`config.mk`:
```
export PLATFORM = sky130hd
export DESIGN_NAME = flash_array_seq
export DESIGN_NICKNAME = d
export VERILOG_FILES = /design/src/rtl/flash_array_seq.sv
export SDC_FILE = /design/constraint.sdc
export NUM_CORES = 1
export LEC_CHECK = 0
export BUFFER_PORTS_ARGS = -buffer_cell sky130_fd_sc_hd__buf_2
export CORE_MARGIN = 8
export CORE_UTILIZATION = 35
export CTS_BUF_LIST = sky130_fd_sc_hd__clkbuf_8
export CTS_CLUSTER_DIAMETER = 30
export DETAILED_ROUTE_END_ITERATION = 16
export GPL_TIMING_DRIVEN = 1
export PLACE_DENSITY = 0.67
export SLEW_MARGIN = 20
export SYNTH_ARGS = -nofsm -noshare
export SYNTH_HDL_FRONTEND = slang
export SYNTH_SLANG_ARGS = --single-unit
```
`constraint.sdc`:
```
create_clock -name wb_clk_i -period 2.75 [get_ports wb_clk_i]
set_clock_uncertainty 0.05 [all_clocks]
set_input_delay 0.275 -clock wb_clk_i [delete_from_list [all_inputs] [get_ports wb_clk_i]]
set_output_delay 0.275 -clock wb_clk_i [all_outputs]
set_load 0.02 [all_outputs]
```
`src/rtl/flash_array_seq.sv`:
```
`default_nettype none
// ============================================================================
// Module      : flash_array_seq
// Description : Control sequencer for the 8x8 flash array macro. It takes
//               READ / PROGRAM / ERASE commands over a valid/ready channel,
//               produces the timed select-line, word-line, well-bias and
//               sense-amp waveforms, captures the 8-bit sense output and
//               returns one response per command over a second channel.
//
//   Ports
//     wb_clk_i, wb_rst_n           clock, asynchronous active-low reset
//     cmd_valid/cmd_ready          command handshake (ready only in IDLE)
//     cmd_op                       00 READ, 01 PROGRAM, 10 ERASE, 11 reserved
//     cmd_addr                     [2] string select, [1:0] word line
//     cmd_wdata                    program data, 1 = program that bit
//     rsp_valid/rsp_ready          response handshake
//     rsp_rdata, rsp_err           read data, error flag
//     busy                         sequencer not idle
//     SSL, GSL, WL0, WL1           string/ground selects and word lines
//     SL, VBPW                     source line, p-well bias (erase)
//     sen1, sen2, out_en           sense-amp precharge/evaluate/output enable
//     arr_out                      array sense output
//     bl_drv, bl_oe                bit-line drive data and enable
//
//   Build option
//     FLASH_SEQ_VERIFY_EN : when defined, every PROGRAM is followed by a
//                           read-back of the same address; rsp_err flags
//                           any bit that was meant to program but still
//                           reads 1, and rsp_rdata carries the read-back.
//
// Revision    : 1.0 - initial release
// ============================================================================
module flash_array_seq #(
    parameter int CNT_W     = 16,
    parameter int SETUP_CYC = 4,
    parameter int PRECH_CYC = 8,
    parameter int SENSE_CYC = 8,
    parameter int PGM_CYC   = 64,
    parameter int ERASE_CYC = 256
) (
    input  logic       wb_clk_i,
    input  logic       wb_rst_n,
    input  logic       cmd_valid,
    output logic       cmd_ready,
    input  logic [1:0] cmd_op,
    input  logic [2:0] cmd_addr,
    input  logic [7:0] cmd_wdata,
    output logic       rsp_valid,
    input  logic       rsp_ready,
    output logic [7:0] rsp_rdata,
    output logic       rsp_err,
    output logic       busy,
    output logic [1:0] SSL,
    output logic [1:0] GSL,
    output logic [3:0] WL0,
    output logic [3:0] WL1,
    output logic       SL,
    output logic       VBPW,
    output logic       sen1,
    output logic       sen2,
    output logic [3:0] out_en,
    input  logic [7:0] arr_out,
    output logic [7:0] bl_drv,
    output logic       bl_oe
);

    localparam logic [2:0] c_st_idle    = 3'd0;
    localparam logic [2:0] c_st_setup   = 3'd1;
    localparam logic [2:0] c_st_prech   = 3'd2;
    localparam logic [2:0] c_st_sense   = 3'd3;
    localparam logic [2:0] c_st_latch   = 3'd4;
    localparam logic [2:0] c_st_pulse   = 3'd5;
    localparam logic [2:0] c_st_recover = 3'd6;
    localparam logic [2:0] c_st_resp    = 3'd7;

    localparam logic [1:0] c_op_read  = 2'b00;
    localparam logic [1:0] c_op_pgm   = 2'b01;
    localparam logic [1:0] c_op_erase = 2'b10;
    localparam logic [1:0] c_op_rsvd  = 2'b11;

    // Timer reload values: a phase of N cycles loads N-1; N of 0 behaves as 1.
    localparam logic [CNT_W-1:0] c_ld_setup = (SETUP_CYC <= 1) ? '0 : CNT_W'(SETUP_CYC - 1);
    localparam logic [CNT_W-1:0] c_ld_prech = (PRECH_CYC <= 1) ? '0 : CNT_W'(PRECH_CYC - 1);
    localparam logic [CNT_W-1:0] c_ld_sense = (SENSE_CYC <= 1) ? '0 : CNT_W'(SENSE_CYC - 1);
    localparam logic [CNT_W-1:0] c_ld_pgm   = (PGM_CYC   <= 1) ? '0 : CNT_W'(PGM_CYC - 1);
    localparam logic [CNT_W-1:0] c_ld_erase = (ERASE_CYC <= 1) ? '0 : CNT_W'(ERASE_CYC - 1);
    localparam logic [CNT_W-1:0] c_one      = CNT_W'(1);

    logic [2:0]       r_state;
    logic [CNT_W-1:0] r_timer;
    logic [1:0]       r_op;
    logic [2:0]       r_addr;
    logic [7:0]       r_wdata;
    logic [7:0]       r_rdata;
    logic             r_err;
`ifdef FLASH_SEQ_VERIFY_EN
    logic             r_verify;
`endif

    logic [2:0]       w_state_nxt;
    logic [CNT_W-1:0] w_timer_nxt;
    logic             w_accept;
    logic             w_verify_start;
    logic [1:0]       w_op;
    logic [2:0]       w_addr;
    logic [7:0]       w_wdata;
    logic             w_timer_zero;

    assign w_timer_zero = (r_timer == '0);

    // ------------------------------------------------------------------
    // Next-state and timer
    // ------------------------------------------------------------------
    always_comb begin
        w_state_nxt    = r_state;
        w_timer_nxt    = r_timer;
        w_accept       = 1'b0;
        w_verify_start = 1'b0;
        case (r_state)
            c_st_idle: begin
                if (cmd_valid) begin
                    w_accept = 1'b1;
                    if (cmd_op == c_op_rsvd) begin
                        w_state_nxt = c_st_resp;
                        w_timer_nxt = '0;
                    end else begin
                        w_state_nxt = c_st_setup;
                        w_timer_nxt = c_ld_setup;
                    end
                end
            end
            c_st_setup: begin
                if (w_timer_zero) begin
                    if (r_op == c_op_read) begin
                        w_state_nxt = c_st_prech;
                        w_timer_nxt = c_ld_prech;
                    end else begin
                        w_state_nxt = c_st_pulse;
                        w_timer_nxt = (r_op == c_op_erase) ? c_ld_erase : c_ld_pgm;
                    end
                end else begin
                    w_timer_nxt = r_timer - c_one;
                end
            end
            c_st_prech: begin
                if (w_timer_zero) begin
                    w_state_nxt = c_st_sense;
                    w_timer_nxt = c_ld_sense;
                end else begin
                    w_timer_nxt = r_timer - c_one;
                end
            end
            c_st_sense: begin
                if (w_timer_zero) begin
                    w_state_nxt = c_st_latch;
                end else begin
                    w_timer_nxt = r_timer - c_one;
                end
            end
            c_st_latch: begin
                w_state_nxt = c_st_recover;
                w_timer_nxt = '0;
            end
            c_st_pulse: begin
                if (w_timer_zero) begin
                    w_state_nxt = c_st_recover;
                end else begin
                    w_timer_nxt = r_timer - c_one;
                end
            end
            c_st_recover: begin
                w_state_nxt = c_st_resp;
                w_timer_nxt = '0;
`ifdef FLASH_SEQ_VERIFY_EN
                // A finished program pulse loops back through a full read
                // of the same cell; r_op becomes READ so this fires once.
                if (r_op == c_op_pgm) begin
                    w_state_nxt    = c_st_setup;
                    w_timer_nxt    = c_ld_setup;
                    w_verify_start = 1'b1;
                end
`endif
            end
            c_st_resp: begin
                if (rsp_ready) begin
                    w_state_nxt = c_st_idle;
                end
            end
            default: begin
                w_state_nxt = c_st_idle;
                w_timer_nxt = '0;
            end
        endcase
    end

    // Command fields as they will be seen in the next state; on the accept
    // edge they come straight from the command port.
    assign w_op    = w_accept ? cmd_op : (w_verify_start ? c_op_read : r_op);
    assign w_addr  = w_accept ? cmd_addr  : r_addr;
    assign w_wdata = w_accept ? cmd_wdata : r_wdata;

    // ------------------------------------------------------------------
    // Array control decode for the next state (registered below)
    // ------------------------------------------------------------------
    logic [1:0] w_ssl;
    logic [1:0] w_gsl;
    logic [3:0] w_wl0;
    logic [3:0] w_wl1;
    logic [3:0] w_wl_pat;
    logic       w_wl_en;
    logic       w_sl_vbpw;
    logic       w_bl_oe;
    logic [7:0] w_bl_drv;
    logic       w_read_ph;
    logic       w_pgm_ph;

    always_comb begin
        w_ssl     = 2'b00;
        w_gsl     = 2'b00;
        w_wl0     = 4'h0;
        w_wl1     = 4'h0;
        w_wl_pat  = 4'h0;
        w_wl_en   = 1'b0;
        w_sl_vbpw = 1'b0;
        w_bl_oe   = 1'b0;
        w_bl_drv  = 8'h00;
        w_read_ph = (w_op == c_op_read) &&
                    ((w_state_nxt == c_st_setup) || (w_state_nxt == c_st_prech) ||
                     (w_state_nxt == c_st_sense) || (w_state_nxt == c_st_latch));
        w_pgm_ph  = (w_op == c_op_pgm) &&
                    ((w_state_nxt == c_st_setup) || (w_state_nxt == c_st_pulse));
        if (w_read_ph) begin
            // Unselected cells pass; the addressed WL at 0 is the one sensed.
            w_ssl[w_addr[2]] = 1'b1;
            w_gsl[w_addr[2]] = 1'b1;
            w_wl_pat         = ~(4'b0001 << w_addr[1:0]);
            w_wl_en          = 1'b1;
        end else if (w_pgm_ph) begin
            w_ssl[w_addr[2]] = 1'b1;
            w_wl_pat         = 4'hF;
            w_wl_en          = 1'b1;
            w_bl_oe          = 1'b1;
            // Bit lines driven low select the cells to be programmed.
            w_bl_drv         = ~w_wdata;
        end else if ((w_op == c_op_erase) && (w_state_nxt == c_st_pulse)) begin
            w_sl_vbpw = 1'b1;
        end
        if (w_wl_en) begin
            if (w_addr[2]) begin
                w_wl1 = w_wl_pat;
            end else begin
                w_wl0 = w_wl_pat;
            end
        end
    end

    // ------------------------------------------------------------------
    // State, command latch and registered outputs
    // ------------------------------------------------------------------
    always_ff @(posedge wb_clk_i or negedge wb_rst_n) begin
        if (!wb_rst_n) begin
            r_state   <= c_st_idle;
            r_timer   <= '0;
            r_op      <= c_op_read;
            r_addr    <= 3'b000;
            r_wdata   <= 8'h00;
            r_rdata   <= 8'h00;
            r_err     <= 1'b0;
`ifdef FLASH_SEQ_VERIFY_EN
            r_verify  <= 1'b0;
`endif
            cmd_ready <= 1'b0;
            rsp_valid <= 1'b0;
            busy      <= 1'b0;
            SSL       <= 2'b00;
            GSL       <= 2'b00;
            WL0       <= 4'h0;
            WL1       <= 4'h0;
            SL        <= 1'b0;
            VBPW      <= 1'b0;
            sen1      <= 1'b0;
            sen2      <= 1'b0;
            out_en    <= 4'h0;
            bl_drv    <= 8'h00;
            bl_oe     <= 1'b0;
        end else begin
            r_state <= w_state_nxt;
            r_timer <= w_timer_nxt;
            if (w_accept) begin
                r_op    <= cmd_op;
                r_addr  <= cmd_addr;
                r_wdata <= cmd_wdata;
                r_rdata <= 8'h00;
                r_err   <= (cmd_op == c_op_rsvd);
`ifdef FLASH_SEQ_VERIFY_EN
                r_verify <= 1'b0;
`endif
            end
`ifdef FLASH_SEQ_VERIFY_EN
            if (w_verify_start) begin
                r_op     <= c_op_read;
                r_verify <= 1'b1;
            end
`endif
            if (r_state == c_st_latch) begin
                r_rdata <= arr_out;
`ifdef FLASH_SEQ_VERIFY_EN
                // A programmed cell reads 0; a 1 where data asked for
                // programming means the cell did not take.
                if (r_verify) begin
                    r_err <= |(arr_out & r_wdata);
                end
`endif
            end
            cmd_ready <= (w_state_nxt == c_st_idle);
            rsp_valid <= (w_state_nxt == c_st_resp);
            busy      <= (w_state_nxt != c_st_idle);
            SSL       <= w_ssl;
            GSL       <= w_gsl;
            WL0       <= w_wl0;
            WL1       <= w_wl1;
            SL        <= w_sl_vbpw;
            VBPW      <= w_sl_vbpw;
            sen1      <= (w_state_nxt == c_st_prech);
            sen2      <= (w_state_nxt == c_st_sense) || (w_state_nxt == c_st_latch);
            out_en    <= (w_state_nxt == c_st_latch) ? 4'hF : 4'h0;
            bl_drv    <= w_bl_drv;
            bl_oe     <= w_bl_oe;
        end
    end

    assign rsp_rdata = r_rdata;
    assign rsp_err   = r_err;

endmodule
`default_nettype wire

```
Word-level counts from Yosys, hierarchy flattened

Index checks and enable logic that the tools add are counted.

$add $sub $neg: 1
Order comparisons: 2
Equality and inequality tests: 19
Shifts and indexed selects: 1
Muxes and demuxes: 44
Bitwise gates (word level): 2
Reductions and logical operators: 20

Operators by type and width:

| kind                                                                   | count |
|---|---|
| 16-bit one-hot mux with 5 select lines                                 | 1 |
| 16-bit two-way mux                                                     | 4 |
| 8-bit two-way mux                                                      | 7 |
| 4-bit two-way mux                                                      | 7 |
| 3-bit two-way mux                                                      | 9 |
| 3-bit one-hot mux with 8 select lines                                  | 1 |
| 3-bit equality test (second input constant)                            | 7 |
| 16-bit logical NOT                                                     | 1 |
| 16-bit by 1-bit subtractor with 16-bit output (second input constant)  | 1 |
| 3-bit by 2-bit equality test with 1-bit output (second input constant) | 4 |
| 2-bit two-way mux                                                      | 5 |
| 1-bit two-way mux                                                      | 9 |
| 8-bit inverter                                                         | 1 |
| 2-bit equality test (second input constant)                            | 3 |
| 3-bit by 1-bit equality test with 1-bit output (second input constant) | 2 |
| 3-bit logical NOT                                                      | 2 |
| 1-bit logical OR                                                       | 5 |
| 5-bit nonzero test                                                     | 1 |
| 1-bit logical AND                                                      | 4 |
| 2-bit logical NOT                                                      | 2 |
| 2-bit != test (second input constant)                                  | 2 |
| 4-bit inverter                                                         | 1 |
| 2-bit OR reduction                                                     | 2 |
| 1-bit by 2-bit << shifter with 4-bit output (first input constant)     | 1 |
| other kinds (7)                                                        | 7 |

Bits in registers: 72
Output and inout bits: 41
Logic and storage cells: 109

Logic depth before layout (Yosys ltp)

Gate-level depths: netlist of run 1.

Depth in word-level cells: 12
Mapped depth: 12

Worst setup path before layout of run 1

No wires, ideal clock.

Path kind: register to register
Start: register r_timer[0]
End: register WL1[0]
Setup time: 0.144 ns
Arrival: 2.616 ns
Data required time: 2.556 ns
Slack: -0.060 ns
Cell stages (with the launch flop): 10
Period minus slack after synthesis: 2.810 ns
Cell sequence: dfrtp_1 inv_1 ha_1 or4b_1 or4_4 a311o_2 o21ai_2 and3_1 buf_6 nor3_1

Cells in the longest elaborated chain, start to end: 11
Elaborated cells between the ends (all ways): 23

RTL lines:

| item                                                                                                                    | line     | RTL |
|---|---|---|
| start, declared                                                                                                         | 90       | `logic [CNT_W-1:0] r_timer;` |
| start signal, assigned                                                                                                  | 288      | `r_timer <= w_timer_nxt;` |
| 16-bit logical NOT *                                                                                                    | 109      | `assign w_timer_zero = (r_timer == '0);` |
| 3-bit two-way mux, on equally long branches                                                                             | n/a      |  |
| 3-bit one-hot mux with 8 select lines *                                                                                 | 119      | `case (r_state)` |
| net w_state_nxt[0]                                                                                                      | 100      | `logic [2:0] w_state_nxt;` |
| 3-bit by 1-bit equality test with 1-bit output / 3-bit by 2-bit equality test with 1-bit output (equally long branches) | 228, 231 |  |
| 1-bit logical OR (2 in series)                                                                                          | 228      | `((w_state_nxt == c_st_setup) \|\| (w_state_nxt == c_st_prech) \|\|` |
| 1-bit logical OR                                                                                                        | 229      | `(w_state_nxt == c_st_sense) \|\| (w_state_nxt == c_st_latch));` |
| 1-bit logical AND                                                                                                       | 227      | `w_read_ph = (w_op == c_op_read) &&` |
| 4-bit two-way mux                                                                                                       | 232      | `if (w_read_ph) begin` |
| 4-bit two-way mux                                                                                                       | 249      | `if (w_addr[2]) begin` |
| 4-bit two-way mux *                                                                                                     | 248      | `if (w_wl_en) begin` |
| net w_wl1[0]                                                                                                            | 208      | `logic [3:0] w_wl1;` |
| end signal, assigned                                                                                                    | 321      | `WL1 <= w_wl1;` |
| end, declared                                                                                                           | 56       | `output logic [3:0] WL1,` |

Mark *: on every way through the listed nets, which the timed path passes. The rest lies on a longest branch.
A chain may end at the register's enable or synchronous reset.

Worst setup path after layout of run 1

Start: register r_timer[0]
End: register WL1[3]

Same word-level chain as after synthesis.

==> results of run 1 <==
worst max-delay path: cells and delay by family (launching register included):
family / cells / cell delay, ns
and+or+nand+nor: 5 / 1.43
AOI/OAI and AO/OA: 2 / 0.45
DFF: 1 / 0.39
buffers and inverters: 3 / 0.33
adders and majority gates: 1 / 0.13
state kept, by name (all words and copies together), names as in the netlist:
name       cells
GSL            2
r_state        3
busy           1
sen1           1
rsp_rdata      8
r_addr         3
bl_drv         8
r_wdata        8
WL0            4
rsp_valid      1
r_op           2
r_timer       16
sen2           1
rsp_err        1
cmd_ready      1
bl_oe          1
SSL            2
WL1            4
VBPW           1
out_en         1
layer usage:
layer | vias up | share of wire
li1 | 1243 | -
met1 | 1242 | 0.44
met2 | 79 | 0.47
met3 | 10 | 0.072
met4 | 0 | 0.017
met5 | - | 0
path summary, 6_finish.rpt:
path	end	cells after the start	start
max	WL1[3]	11	r_timer[0]
min	rsp_rdata[1]	2	arr_out[1]
max reg2reg	WL1[3]	11	r_timer[0]
min reg2reg	r_wdata[6]	1	r_wdata[6]
max in group asynchronous	rsp_rdata[6]	3	wb_rst_n
min in group asynchronous	r_timer[11]	3	wb_rst_n
placed cells by master, fill, tap and decap left out, types with 3 or more instances in the layout:
| master | instances |
|---|---|
| dfrtp_1 | 69 |
| buf_2 | 65 |
| nor2_1 | 40 |
| buf_4 | 31 |
| o21ai_0 | 21 |
| a21oi_1 | 14 |
| inv_1 | 12 |
| nor3_1 | 11 |
| clkbuf_8 | 11 |
| nand2_1 | 10 |
| mux2_2 | 8 |
| a22o_1 | 8 |
| or3_1 | 7 |
| mux2i_1 | 6 |
| nor3_2 | 6 |
| buf_6 | 5 |
| inv_2 | 4 |
| nand3_1 | 4 |
| nand2b_1 | 4 |
| a211oi_4 | 4 |
| o31ai_1 | 4 |
| or4_1 | 3 |
| nor2_2 | 3 |
| nor4_1 | 3 |
power by group:
group / internal, µW / switching (µW) / leakage [µW]
registers: 1410 / 197 / 0.000891
logic: 1150 / 1580 / 0.00100
clock network: 554 / 363 / 0.000118
timing repair:
action                                  4_1_cts  5_1_grt
hold endpoints to repair                     69        0
pin swaps                                     8       10
resized for setup                            19       20
cloned                                        1        0
buffers inserted                              3        2
hold buffers                                  1        0
endpoints found under the setup margin       19       37
metrics by stage:
| step | cells | setup TNS (ns) | setup slack [ns] | instance area [µm²] | utilization |
|---|---|---|---|---|---|
| 2_1_floorplan | 297 | -0.0672 | -0.00885 | 3090 | - |
| 6_report | 508 | -0.940 | -0.116 | 4170 | 0.483 |
| 3_3_place_gp | 486 | -0.406 | -0.0479 | 3720 | 0.431 |
| 3_5_place_dp | 486 | -1.07 | -0.114 | 3720 | 0.431 |
| 5_1_grt | 508 | -2.16 | -0.277 | 4170 | 0.483 |
| 4_1_cts | 507 | -1.01 | -0.112 | 4070 | 0.471 |
logic make-up after synthesis:
group / after synthesis / synth area share
AOI/OAI and AO/OA: 70 / 0.147
muxes: 14 / 0.0488
DFF: 69 / 0.561
and+or+nand+nor: 110 / 0.186
buffers and inverters: 30 / 0.0451
xor gates and xnor gates: 2 / 0.00569
adders and majority gates: 2 / 0.00731
layout make-up:
type                       instances  area share
timing repair buffer             103       0.154
clock buffer                      11      0.0363
clock inverter                     5      0.0180
multi-input combinational        198       0.332
tap                              108      0.0324
sequential                        69       0.414
inverter                          14      0.0126
==> flow_metrics.tcl, run 1 <==
set metrics [dict create \
    status "finished, violations left" \
    failed_checks "negative setup slack" \
    power.leakage_uw 0.00201 \
    die_area_mm2 0.0121 \
    grt_pass1_vias 2613 \
    fillers 817 \
    hold_viol 0 \
    synth.most_common_cell "dfrtp_1" \
    register_area_mm2 0.00173 \
    slowest_delay_ns 0.53 \
    yosys-top-cells-area "dfrtp_1, nor2_1, o21ai_0" \
    yosys_most_used_dff "dfrtp_1" \
    synth_common_cells "dfrtp_1, nor2_1, o21ai_0, nor3_1, a21oi_1" \
    worstPathArrival_ns 3.06 \
    gp_congestion 0.835 \
    worstPathRequired_ns 2.95 \
    clock_sinks 69 \
    drt-pass1-iter-count 4 \
    synth_seq_area_share 0.561 \
    wl_um 7830 \
    syn-cell-area_mm2 0.00308 \
    top_usage_layer "met2" \
    num_rows 34 \
    grt_pass1_wl_um 12800 \
    path_clk_slew_ns 0.07 \
    fp.dieW_um 110 \
    cts-root-buf "clkbuf_8" \
    use_met2 0.208 \
    worst_pin_slew_ns 0.557 \
    vdd_ir_drop_max_v 0.000599 \
    cts_buffers 9 \
    yosysTopAreaCell "dfrtp_1" \
    grt_max_degree 70 \
    overflow 0 \
    cp-end-kind "flop" \
    drt_iter0_drc 157 \
    ys_warn_count 0 \
    critPathMostFrequentCell "buf_6" \
    fin_crit_ns 2.87 \
    cts_buffer_depth 2 \
    final_nets 421 \
    cts_tree "built" \
    critPathLaunchType "flop" \
    fmax_ghz 0.349 \
    track_usage 0.136 \
    htree_levels 3 \
    syn-num-nets 323 \
    fin_ws_ns -0.116 \
    multiInputGateArea_mm2 0.00139 \
    port_buffers 65 \
    grt_setup_unrepaired "yes" \
    slowest_stage "or4_4" \
    fin_hold_ws_ns 0.124 \
    grt_util_met1 0.170 \
    relSlewSlack 0.618 \
    num_io_pins 66 \
    crit_type "reg2reg" \
    worstSkewPairLatency_ns 0.34 \
    groute.layer.met3.usage 0.0434 \
    netlist_instances 297 \
    synth_edf_count 0 \
    synthDistinctLibCells 48 \
    die-height_um 110 \
    area_delta_synth_final_pct 35.5 \
    hp-class "in2reg" \
    crit_chain "inv_2, ha_4, or4b_4, or4_4, a211oi_2, a311o_2, buf_6, nand3_4, and3_4, buf_6, nor3_1" \
    ant_nets 0 \
    finalMaxSlewViolations 0 \
    synth_area_per_cell_um2 10.4 \
    detail_route.drc_violations 0 \
    vias 2574 \
    finalSetupViolCount 10 \
    rrSetupSlack_ns -0.12 \
    antenna_found_initial 0 \
    core_region_area_mm2 0.00864 \
    diodes 0 \
    vias_per_cell 5.07 \
    crit_fanout 5 \
    maxCapViolations 0 \
    layout-drive-gt1-share 0.408 \
    finalCritPeriodShare 1.04 \
    async_reset_ff_frac 1.00 \
    synth_seq_cells 69 \
    floorplan.initialDensity 0.357 \
    power_density_mw_per_mm2 1260 \
    wl_per_cell_um 15.4 \
    dp_hpwl_um 5700 \
    total_power_uw 5260 \
    synth_top_area_share 0.561 \
]
Note: power is estimated with default switching activity, not from simulation.
==> run 2: changes to the inputs <==
==> constraint.sdc (replaced) <==
create_clock -name wb_clk_i -period 2.75 [get_ports wb_clk_i]
set_clock_uncertainty 0.05 [all_clocks]
set_input_delay 0.55 -clock wb_clk_i [delete_from_list [all_inputs] [get_ports wb_clk_i]]
set_output_delay 0.55 -clock wb_clk_i [all_outputs]
set_load 0.02 [all_outputs]
==> flow_metrics.tcl, run 2 (synthesis results as in run 1) <==
set metrics [dict create \
    status "finished, violations left" \
    failed_checks "negative setup slack" \
    num_rows 34 \
    path_clk_slew_ns 0.07 \
    diodes 0 \
    dp_hpwl_um 5800 \
    cp-startpoint "r_timer[0]" \
    fin_ws_ns -0.148 \
    final_util 0.463 \
    grt_pass1_vias 2701 \
    final_common_cell "dfrtp_1" \
    fmax_ghz 0.345 \
    vias_per_cell 5.12 \
    worstSkewPairLatency_ns 0.34 \
    largest_reg_flops 16 \
    slowest_stage "or4_4" \
    r2r_start "r_timer[0]" \
    power_density_mw_per_mm2 1230 \
    postCtsHoldBufs 0 \
    port_buffers 65 \
    antenna_found_initial 0 \
    maxCapViolations 0 \
    worstPathRequired_ns 2.91 \
    clock_sinks 69 \
    fin_crit_ns 2.90 \
    overflow 0 \
    grt_pass1_wl_um 12800 \
    detail_route.drc_violations 0 \
    gp_congestion 0.879 \
    fillers 834 \
    multiInputGateArea_mm2 0.00131 \
    vdd_ir_drop_max_v 0.000642 \
    finalCritPeriodShare 1.05 \
    area_delta_synth_final_pct 30.0 \
    crit_family "simple AND/OR/NAND/NOR gates" \
    max_flop_register "r_timer" \
    worst_pin_slew_ns 0.552 \
    grt_setup_unrepaired "yes" \
    cts_buffer_depth 2 \
    hp-class "in2async" \
    cts_tree "built" \
    drt_iter0_drc 135 \
    track_usage 0.135 \
    total_power_uw 4940 \
    ant_nets 0 \
    power.leakage_uw 0.00196 \
    grt_max_degree 46 \
    wl_per_cell_um 15.7 \
    core_region_area_mm2 0.00864 \
    final_nets 417 \
    layout-drive-gt1-share 0.383 \
    num_io_pins 66 \
    dp_cells 484 \
    cts_buffers 9 \
    worst-path-buf-inv 2 \
    wl_um 7870 \
    floorplan.initialDensity 0.357 \
    cp-end-kind "flop" \
    final_cell_count_no_fill 502 \
    crit_fanout 5 \
    cts-root-buf "clkbuf_8" \
    critPathLaunchType "flop" \
    vias 2572 \
    fin_tns_setup_ns -1.39 \
    crit_type "reg2reg" \
    register_area_mm2 0.00173 \
    finalSetupViolCount 13 \
    layout_common_cells "dfrtp_1, buf_2, nor2_1" \
    slowest_delay_ns 0.53 \
    finalMaxSlewViolations 0 \
    fp.dieW_um 110 \
    die-height_um 110 \
    worstPathArrival_ns 3.06 \
    relSlewSlack 0.632 \
    die_area_mm2 0.0121 \
    drt-pass1-iter-count 4 \
    hold_viol 0 \
    htree_levels 3 \
    crit_chain "inv_2, ha_4, or4b_4, or4_4, a311o_2, o21ai_4, and3_4, buf_6, nor3_1" \
]
-- run 2: changes by cell type in the layout (fill, tap and decap cells not counted), moves of 2 or more --
cell and change:
buf_6 -3, clkinv_2 +3, a211oi_2 +3, inv_1 -2
clkbuf_8 -2, a211oi_4 -4
-- run 2: layout make-up --
| type | count | area share |
|---|---|---|
| Sequential cell | 69 | 0.431 |
| Multi-Input combinational cell | 198 | 0.327 |
| Timing Repair Buffer | 99 | 0.150 |
| Tap cell | 108 | 0.0338 |
| Clock buffer | 9 | 0.0309 |
| Clock inverter | 5 | 0.0134 |
| Inverter | 14 | 0.0131 |
-- run 2: final timing paths --
check                               end  slack [ns]  depth (start not counted)
setup / recovery                 WL1[1]       -0.15                          9
hold / removal              r_timer[14]        0.15                          1
setup reg to reg                 WL1[1]       -0.15                          9
hold reg to reg              r_timer[8]        0.45                          2
max in group asynchronous       r_op[1]        1.88                          2
min in group wb_clk_i      rsp_rdata[2]        0.40                          2
-- run 2: per-layer routing --
metal | routed length (µm) | part of all wire | global-route usage | vias up
met5 | 0 | 0 | 0 | -
met4 | 108 | 0.014 | 0.0569 | 0
met3 | 657 | 0.083 | 0.0463 | 4
met2 | 3670 | 0.47 | 0.205 | 80
met1 | 3430 | 0.44 | 0.170 | 1251
li1 | - | - | - | 1237
-- run 2: worst reg2reg max path, stage by stage (launching register included) --
cell     delay, ns
dfrtp_1       0.40
inv_2         0.08
ha_4          0.13
or4b_4        0.47
or4_4         0.53
a311o_2       0.47
o21ai_4       0.22
and3_4        0.23
buf_6         0.13
nor3_1        0.06
-- run 2: metrics by stage --
step                area, µm²  hold WS [ns]  setup WS (ns)
floorplan                3090         0.204       -0.00885
global placement         3710         0.432        -0.0575
detailed placement       3710         0.431         -0.126
CTS                      3940         0.162        -0.0880
global route             4000         0.192         -0.278
finish                   4000         0.146         -0.148
-- run 2: repair_timing --
item,4_1_cts,5_1_grt
setup buffers,0,3
gates resized for setup,12,9
endpoints found under the setup margin,10,31
gates cloned,1,0
pin swaps,4,7
-- run 2: report_power, final --
part           total (µW)  switching (µW)  internal (µW)  leakage, µW
clock network         762             357            405    0.0000947
registers            1620             202           1410     0.000891
logic                2560            1490           1070     0.000975
total                4940            2050           2890      0.00196
==> run 3: changes to the inputs <==
--- a/config.mk
+++ b/config.mk
@@ -13,7 +13,7 @@
 export DETAILED_ROUTE_END_ITERATION = 16
 export GPL_TIMING_DRIVEN = 1
 export PLACE_DENSITY = 0.67
-export SLEW_MARGIN = 20
+export RECOVER_POWER = 100
 export SYNTH_ARGS = -nofsm -noshare
 export SYNTH_HDL_FRONTEND = slang
 export SYNTH_SLANG_ARGS = --single-unit
==> flow_metrics.tcl, run 3 (synthesis results as in run 1) <==
set metrics [dict create \
    final_nets 417 \
    cts_buffer_depth 2 \
    status "finished, violations left" \
    final_cell_count_no_fill 502 \
    fin_crit_ns 2.90 \
    fp.dieW_um 110 \
    crit_type "reg2reg" \
    wl_per_cell_um 15.7 \
    grt_setup_unrepaired "yes" \
    place_ws_ns -0.126 \
    max_flop_register "r_timer" \
    hold_depth 2 \
    vdd_ir_drop_max_v 0.000637 \
    drt-pass1-iter-count 4 \
    layout_common_cells "dfrtp_1, clkbuf_1, nor2_1" \
    track_usage 0.135 \
    largest_reg_flops 16 \
    finalCritPeriodShare 1.05 \
    htree_levels 3 \
    ff2ff_path_depth 9 \
    core_region_area_mm2 0.00864 \
    grt_max_degree 46 \
    vias 2597 \
    power_density_mw_per_mm2 1240 \
    hold_viol 0 \
    finalMaxSlewViolations 0 \
    cts-root-buf "clkbuf_8" \
    worstPathArrival_ns 3.06 \
    overflow 0 \
    worst_pin_slew_ns 1.24 \
    floorplan.initialDensity 0.357 \
    fin_hold_ws_ns 0.401 \
    vias_per_cell 5.17 \
    wl_um 7880 \
    area_delta_synth_final_pct 27.5 \
    die_area_mm2 0.0121 \
    grt_pass1_vias 2701 \
    worstSkewPairLatency_ns 0.34 \
    layout-drive-gt1-share 0.264 \
    rrSetupSlack_ns -0.15 \
    power.leakage_uw 0.00179 \
    finalSetupViolCount 13 \
    gp_congestion 0.879 \
    diodes 0 \
    port_buffers 65 \
    ant_nets 0 \
    path_clk_slew_ns 0.07 \
    cp-end-kind "flop" \
    maxCapViolations 0 \
    antenna_found_initial 0 \
    fmax_ghz 0.345 \
    clock_sinks 69 \
    fin_tns_setup_ns -1.39 \
    dp_cells 484 \
    num_rows 34 \
    dp_hpwl_um 5800 \
    hp-class "in2reg" \
    total_power_uw 4880 \
    grt_pass1_wl_um 12800 \
    drt_iter0_drc 140 \
    detail_route.drc_violations 0 \
    crit_fanout 5 \
    relSlewSlack 0.170 \
    die-height_um 110 \
    final_common_cell "dfrtp_1" \
    failed_checks "negative setup slack" \
    critPathLaunchType "flop" \
    num_io_pins 66 \
    fin_ws_ns -0.148 \
    postCtsHoldBufs 0 \
    cts_tree "built" \
    worstPathRequired_ns 2.91 \
    cts_buffers 9 \
]
[run 3: changes by cell type in the layout (fill, tap and decap cells not counted), sizes merged]
cell / previous run / this run
clkbuf: 9 / 54
buf: 99 / 54
[run 3: per-layer routing]
layer	share of wire	vias to the layer above	global-route usage
li1	-	1236	-
met1	0.44	1277	0.170
met2	0.46	80	0.205
met3	0.085	4	0.0463
met4	0.014	0	0.0569
met5	0	-	0
[run 3: final cells by class]
type	count	area [µm²]
inverter	14	52.6
clock buffer	9	124
fill	856	4710
timing repair buffer	99	529
clock inverter	5	53.8
sequential	69	1730
tap	108	135
multi-input combinational	198	1300
[run 3: final timing paths]
path | startpoint | to
worst max register to register | r_timer[0] | WL1[1]
worst min register to register | r_wdata[7] | r_wdata[7]
max in group asynchronous | wb_rst_n | r_op[1]
worst max-delay path | r_timer[0] | WL1[1]
worst min-delay path | arr_out[1] | rsp_rdata[1]
min in group asynchronous | wb_rst_n | r_timer[14]
[run 3: repair_timing]
item | in CTS | in global routing
pin swaps | 4 | 7
endpoints found under the setup margin | 10 | 31
buffers inserted | 0 | 3
cloned | 1 | 0
gates resized for setup | 12 | 9
[run 3: critical path, cell delays in order, from the launching register on]
cell,delay (ns)
dfrtp_1,0.40
inv_2,0.08
ha_4,0.13
or4b_4,0.47
or4_4,0.53
a311o_2,0.46
o21ai_4,0.22
and3_4,0.23
buf_6,0.13
nor3_1,0.05
[run 3: report_power, final]
group          switching, µW  internal, µW  total, µW  leakage (µW)
Combinational           1490          1010       2500      0.000801
Clock                    357           405        762     0.0000947
Sequential               204          1410       1620      0.000891
Total                   2050          2820       4880       0.00179
[run 3: metrics by stage]
| stage | utilization | cell area, µm² |
|---|---|---|
| after global placement | 0.429 | 3710 |
| after detailed placement | 0.429 | 3710 |
| final | 0.455 | 3930 |
| after floorplan | - | 3090 |
| after global routing | 0.455 | 3930 |
| after CTS | 0.457 | 3940 |
